===== src/rtl/div512_seq_if.sv =====
// Handshake bundle for the sequential divider: operand request channel and
// result channel, each with its own valid/ready pair.
interface div512_seq_if #(
  parameter int N = 256
);
  logic           in_valid;
  logic           in_ready;
  logic [2*N-1:0] dividend;
  logic [N-1:0]   divisor;
  logic           out_valid;
  logic           out_ready;
  logic [2*N-1:0] quotient;
  logic [N-1:0]   remainder;
  logic           div_by_zero;

  modport master (
    output in_valid, dividend, divisor, out_ready,
    input  in_ready, out_valid, quotient, remainder, div_by_zero
  );

  modport slave (
    input  in_valid, dividend, divisor, out_ready,
    output in_ready, out_valid, quotient, remainder, div_by_zero
  );
endinterface


===== src/rtl/div512_seq.sv =====
// Radix-2 restoring divider: 2N-bit dividend by N-bit divisor, one quotient
// bit per clock, valid/ready on both operand and result sides.
module div512_seq #(
  parameter int N     = 256,
  parameter int CNT_W = 9
) (
  input  logic        clk,
  input  logic        reset,
  div512_seq_if.slave bus
);
  typedef enum logic [1:0] {
    IDLE = 2'd0,
    CALC = 2'd1,
    DONE = 2'd2
  } state_t;

  state_t state_reg;
  state_t state_next;

  // Dividend shifts out at the MSB while quotient bits fill in at the LSB,
  // so after 2N steps this register holds the quotient.
  logic [2*N-1:0]   shift_reg;
  logic [N-1:0]     div_reg;
  logic [N:0]       rem_reg;
  logic [CNT_W-1:0] cnt_reg;
  logic             dbz_reg;

  logic [N:0]       trial;
  logic [N:0]       diff;
  logic             fits;
  logic             in_ready_c;
  logic             out_valid_c;
  logic             unused_rem_msb;

  // ---------------- state register ----------------
  always_ff @(posedge clk or posedge reset) begin
    if (reset) begin
      state_reg <= IDLE;
    end else begin
      state_reg <= state_next;
    end
  end

  // ---------------- next-state logic ----------------
  always_comb begin
    state_next = state_reg;
    case (state_reg)
      IDLE: begin
        if (bus.in_valid) begin
          state_next = (bus.divisor == '0) ? DONE : CALC;
        end
      end
      CALC: begin
        if (cnt_reg == '0) begin
          state_next = DONE;
        end
      end
      DONE: begin
        if (bus.out_ready) begin
          state_next = IDLE;
        end
      end
      default: state_next = IDLE;
    endcase
  end

  // ---------------- output logic ----------------
  always_comb begin
    in_ready_c  = 1'b0;
    out_valid_c = 1'b0;
    case (state_reg)
      IDLE:    in_ready_c  = 1'b1;
      DONE:    out_valid_c = 1'b1;
      default: ;
    endcase
  end

  assign bus.in_ready    = in_ready_c;
  assign bus.out_valid   = out_valid_c;
  assign bus.quotient    = shift_reg;
  assign bus.remainder   = rem_reg[N-1:0];
  assign bus.div_by_zero = dbz_reg;

  // R stays below the divisor after every step, so its top bit is always 0
  // and only R[N-1:0] feeds the next trial value.
  assign unused_rem_msb = rem_reg[N];

  // ---------------- datapath ----------------
  assign trial = {rem_reg[N-1:0], shift_reg[2*N-1]};
  assign fits  = (trial >= {1'b0, div_reg});
  assign diff  = trial - {1'b0, div_reg};

  always_ff @(posedge clk or posedge reset) begin
    if (reset) begin
      shift_reg <= '0;
      div_reg   <= '0;
      rem_reg   <= '0;
      cnt_reg   <= '0;
      dbz_reg   <= 1'b0;
    end else begin
      case (state_reg)
        IDLE: begin
          if (bus.in_valid) begin
            if (bus.divisor != '0) begin
              shift_reg <= bus.dividend;
              div_reg   <= bus.divisor;
              rem_reg   <= '0;
              cnt_reg   <= CNT_W'(2 * N - 1);
              dbz_reg   <= 1'b0;
            end else begin
              shift_reg <= '1;
              rem_reg   <= {1'b0, bus.dividend[N-1:0]};
              dbz_reg   <= 1'b1;
            end
          end
        end
        CALC: begin
          shift_reg <= {shift_reg[2*N-2:0], fits};
          rem_reg   <= fits ? diff : trial;
          if (cnt_reg != '0) begin
            cnt_reg <= cnt_reg - 1'b1;
          end
        end
        DONE: begin
          if (bus.out_ready) begin
            dbz_reg <= 1'b0;
          end
        end
        default: ;
      endcase
    end
  end
endmodule

===== src/flat_wrapper.sv =====
// flat-port wrapper written by rule: the top's interface ports become plain ports
module div512_seq_flat 
#(
  parameter int N     = 256,
  parameter int CNT_W = 9
)
  (clk, reset, bus_in_valid, bus_dividend, bus_divisor, bus_out_ready, bus_in_ready, bus_out_valid, bus_quotient, bus_remainder, bus_div_by_zero);
  div512_seq_if #(.N(N)) bus_i ();
  input  logic clk;
  input  logic reset;
  input wire logic [$bits(bus_i.in_valid)-1:0] bus_in_valid;
  input wire logic [$bits(bus_i.dividend)-1:0] bus_dividend;
  input wire logic [$bits(bus_i.divisor)-1:0] bus_divisor;
  input wire logic [$bits(bus_i.out_ready)-1:0] bus_out_ready;
  output wire logic [$bits(bus_i.in_ready)-1:0] bus_in_ready;
  output wire logic [$bits(bus_i.out_valid)-1:0] bus_out_valid;
  output wire logic [$bits(bus_i.quotient)-1:0] bus_quotient;
  output wire logic [$bits(bus_i.remainder)-1:0] bus_remainder;
  output wire logic [$bits(bus_i.div_by_zero)-1:0] bus_div_by_zero;
  assign bus_i.in_valid = bus_in_valid;
  assign bus_i.dividend = bus_dividend;
  assign bus_i.divisor = bus_divisor;
  assign bus_i.out_ready = bus_out_ready;
  assign bus_in_ready = bus_i.in_ready;
  assign bus_out_valid = bus_i.out_valid;
  assign bus_quotient = bus_i.quotient;
  assign bus_remainder = bus_i.remainder;
  assign bus_div_by_zero = bus_i.div_by_zero;
  div512_seq #(.N(N), .CNT_W(CNT_W)) u_core (.clk(clk), .reset(reset), .bus(bus_i));
endmodule

===== config.mk =====
export PLATFORM = sky130hd
export DESIGN_NAME = div512_seq_flat
export DESIGN_NICKNAME = d
export VERILOG_FILES = /design/src/rtl/div512_seq_if.sv /design/src/rtl/div512_seq.sv /design/src/flat_wrapper.sv
export SDC_FILE = /design/constraint.sdc
export NUM_CORES = 2
export LEC_CHECK = 0
export ABC_AREA = 1
export CAP_MARGIN = 5
export CORE_AREA = 4 4 592 594
export DETAILED_ROUTE_END_ITERATION = 10
export DIE_AREA = 0 0 596 598
export HOLD_SLACK_MARGIN = 0.1
export PLACE_DENSITY_LB_ADDON = 0.08
export SYNTH_ARGS = -nofsm -noshare
export SYNTH_HDL_FRONTEND = slang
export SYNTH_SLANG_ARGS = --single-unit

===== constraint.sdc =====
create_clock -name clk -period 58 [get_ports clk]
set_clock_uncertainty 0.2 [all_clocks]
set_input_delay 11.6 -clock clk [delete_from_list [all_inputs] [get_ports clk]]
set_output_delay 11.6 -clock clk [all_outputs]
set_load 0.01 [all_outputs]

==> reports/metrics.csv <==
metric,value,unit
status,"finished, final reports clean",
Worst Max-Slew Pin Slew,1349,ps
max cap viols,0,
"Seq/Total Area, Yosys",30.64,%
routed wire length per instance,29.98,um
Total Neg Setup Slack,0,ps
Critical Path End Type,flip-flop,
Multi-input gate area,45680,sq um
Most Frequent Cell on Critical Path,buf_4,
storage element area,25920,sq um
Initial Util,24.52,%
final hold viol count,0,
antenna violations before repair,143,
syn_nets,15300,
Max-slew headroom,9.255,%
Detailed Place HPWL,517.8,mm
"Arr. time, crit path",17340,ps
GPL Wtd Cong,1.043,
"Slowest-stage cell, CP",buf_4,
root buf cell,clkbuf_16,
cells after synthesis,14270,
Post-Syn Area,84620,sq um
Synth cell types,45,
fin crit period,16870,ps
Sink Count,1036,
RSZ-0062 raised after global routing,no,
post-route clock period utilization,29.09,%
core box area,345100,sq um
most frequent cells in the layout,"nand2_1, inv_1, clkdlybuf4s50_1",
syn avg cell area,5.930,sq um
Synth Warn #,0,
FP Rows,216,
CTS Hold Bufs,0,
Worst-path clk slew,60,ps
final slew viol count,0,
setup bufs post-CTS,0,
crit path buf inv count,6,
H-Tree Depth,4,
drt via density,4.815,
synthesized flop and latch total,1036,
drt first-iter violations,8684,
"CP delay by family, top",buffers and inverters,
IO Pins,1543,
Post-CTS Resized,0,
pin count of the biggest net entering global routing,201,
"FFs w/ async S/R, synth",100.0,%
CTS tree,done,
DRT Wirelength,607.6,mm
maximum clock frequency,59.27,MHz
area added between synthesis and finish,29.28,%
gr ovfl total,0,
die area,356400,sq um
"Top FF cell, synth",dfrtp_1,
max reg flops,512,
global-route wire length before repair,812.8,mm
nets@finish,16550,
clk buf depth,4,
# fillers,39460,
CP Launch Type,input pin,
design area,109400,sq um
IO Port Bufs,1542,
Critical Path RT,58470,ps
die height,598,um
total track usage,32.75,%
vias post-DR,97580,
crit path kind,in2reg,
clk_lat worst skew,910,ps
Final setup viols,0,
placed cell area,104400,sq um
HP Class,reg2reg,
DRT Pass-1 Iters,8,
vias in the first global route,94200,
worst-path fanout max,111,
post-route ant nets,0,
"commonest non-fill, non-tap cell in the layout",nand2_1,
CP peak stage delay,840,ps
Post-synth EDFFs,0,
TritonCTS buffer count,148,
crit path cell chain,clkdlybuf4s50_1 > nor2_1 > nand4_1 > nand3b_1 > nor2_1 > nand2_1 > nor2_1 > nand2_4 > inv_8 > nor2_4 > buf_4 > buf_4 > buf_4 > buf_4 > o21ai_0,
Post-route DRC,0,
die width,596,um
layout cells sized above 1,2.743,%
-- path summary, 6_finish.rpt --
| check | from | endpoint | slack [ps] | cells after the start |
|---|---|---|---|---|
| hold / removal | u_core.div_reg[0]$_DFFE_PP0P_ | u_core.div_reg[0]$_DFFE_PP0P_ | 320 | 2 |
| min in group asynchronous | reset | u_core.bus.quotient[37]$_DFFE_PP0P_ | 11100 | 2 |
| setup / recovery | bus_divisor[224] | u_core.div_reg[51]$_DFFE_PP0P_ | 41130 | 15 |
| hold reg to reg | u_core.div_reg[0]$_DFFE_PP0P_ | u_core.div_reg[0]$_DFFE_PP0P_ | 320 | 2 |
| setup reg to reg | u_core.rem_reg[128]$_DFFE_PP0P_ | u_core.rem_reg[202]$_DFFE_PP0P_ | 50370 | 17 |
| max in group asynchronous | reset | u_core.bus.quotient[358]$_DFFE_PP0P_ | 42000 | 7 |
-- logic make-up after synthesis --
kind of cell,Yosys count,share of synthesized area [%]
buffers and inverters,3404,15.46
AO/OA/AOI/OAI,2329,15.09
XOR/XNOR,59,0.6107
flip-flops,1036,30.64
AND/OR/NAND/NOR,7182,34.37
adder cells (fa/ha/maj),258,3.824
-- stage by stage --
step           std cells  utilization, %  setup slack, ps  hold WS, ps
2_1_floorplan      14270               -            17040        245.9
3_3_place_gp       19950           30.24            40380        305.9
3_5_place_dp       19950           30.24            40390        301.5
4_1_cts            20220           31.66            41300        321.7
5_1_grt            20220           31.66            40940        334.7
6_report           20270           31.70            41130        316.8
-- layer usage --
layer	track usage, %	vias up	part of all wire [%]
met5	0	-	0.12
met4	11.10	118	4.1
met3	7.236	666	7.1
met2	52.83	3278	45
met1	43.15	47060	44
li1	-	46450	-
-- worst register-to-register path, stage by stage, from the launching register on --
cell     delay, ps
dfrtp_1        550
ha_1           600
nand2_1        350
nor2_1         410
inv_1          250
nor2_1         420
nand2_1        180
nor2_1         220
inv_1          200
nor4_4         360
nand2_8        340
nand2_8        550
buf_4          640
buf_4          640
buf_4          710
nand3_1        560
nand2_1        200
a21oi_1         70
-- area by class of cell --
type,instances,area share [%]
clock buffer,212,3.946
timing repair buffer,1639,14.83
tap,4578,5.236
sequential,1036,23.70
inverter,2871,9.887
clock inverter,51,0.5262
multi-input combinational,9828,41.76
antenna,50,0.1144
-- synthesized netlist by cell type (2+ instances only) --
library cell  instances  share of area [%]
a21boi_1            119                1.1
a21o_1                2              0.018
a21oi_1             569                3.4
a31oi_1              64               0.47
and2_1                4              0.030
and3_1                2              0.015
buf_1                 8              0.035
buf_2                76               0.45
buf_4                16               0.14
buf_6                20               0.27
clkbuf_1            413                1.8
clkinv_1             28               0.12
dfrtp_1            1036                 31
ha_1                257                3.8
inv_1              2823                 13
inv_2                20              0.089
nand2_1            5124                 23
nand2_2               8              0.059
nand2_4               2              0.027
nand3_1             679                4.0
nand3_2               2              0.024
nand3b_1             88               0.78
nand4_1             205                1.5
nor2_1              905                4.0
nor2_2               33               0.24
nor3_1               58               0.34
nor3_2                4              0.047
nor4_1               45               0.33
o21a_1              233                2.1
o21ai_0            1283                7.6
o21bai_1             52               0.46
o31ai_1               2              0.018
or2_2                19               0.14
xnor2_1              44               0.46
xor2_1               15               0.16
Power is left out: the tool's default activity adds up to more than one toggle a clock period on the data nets, which glitch-free logic cannot reach.
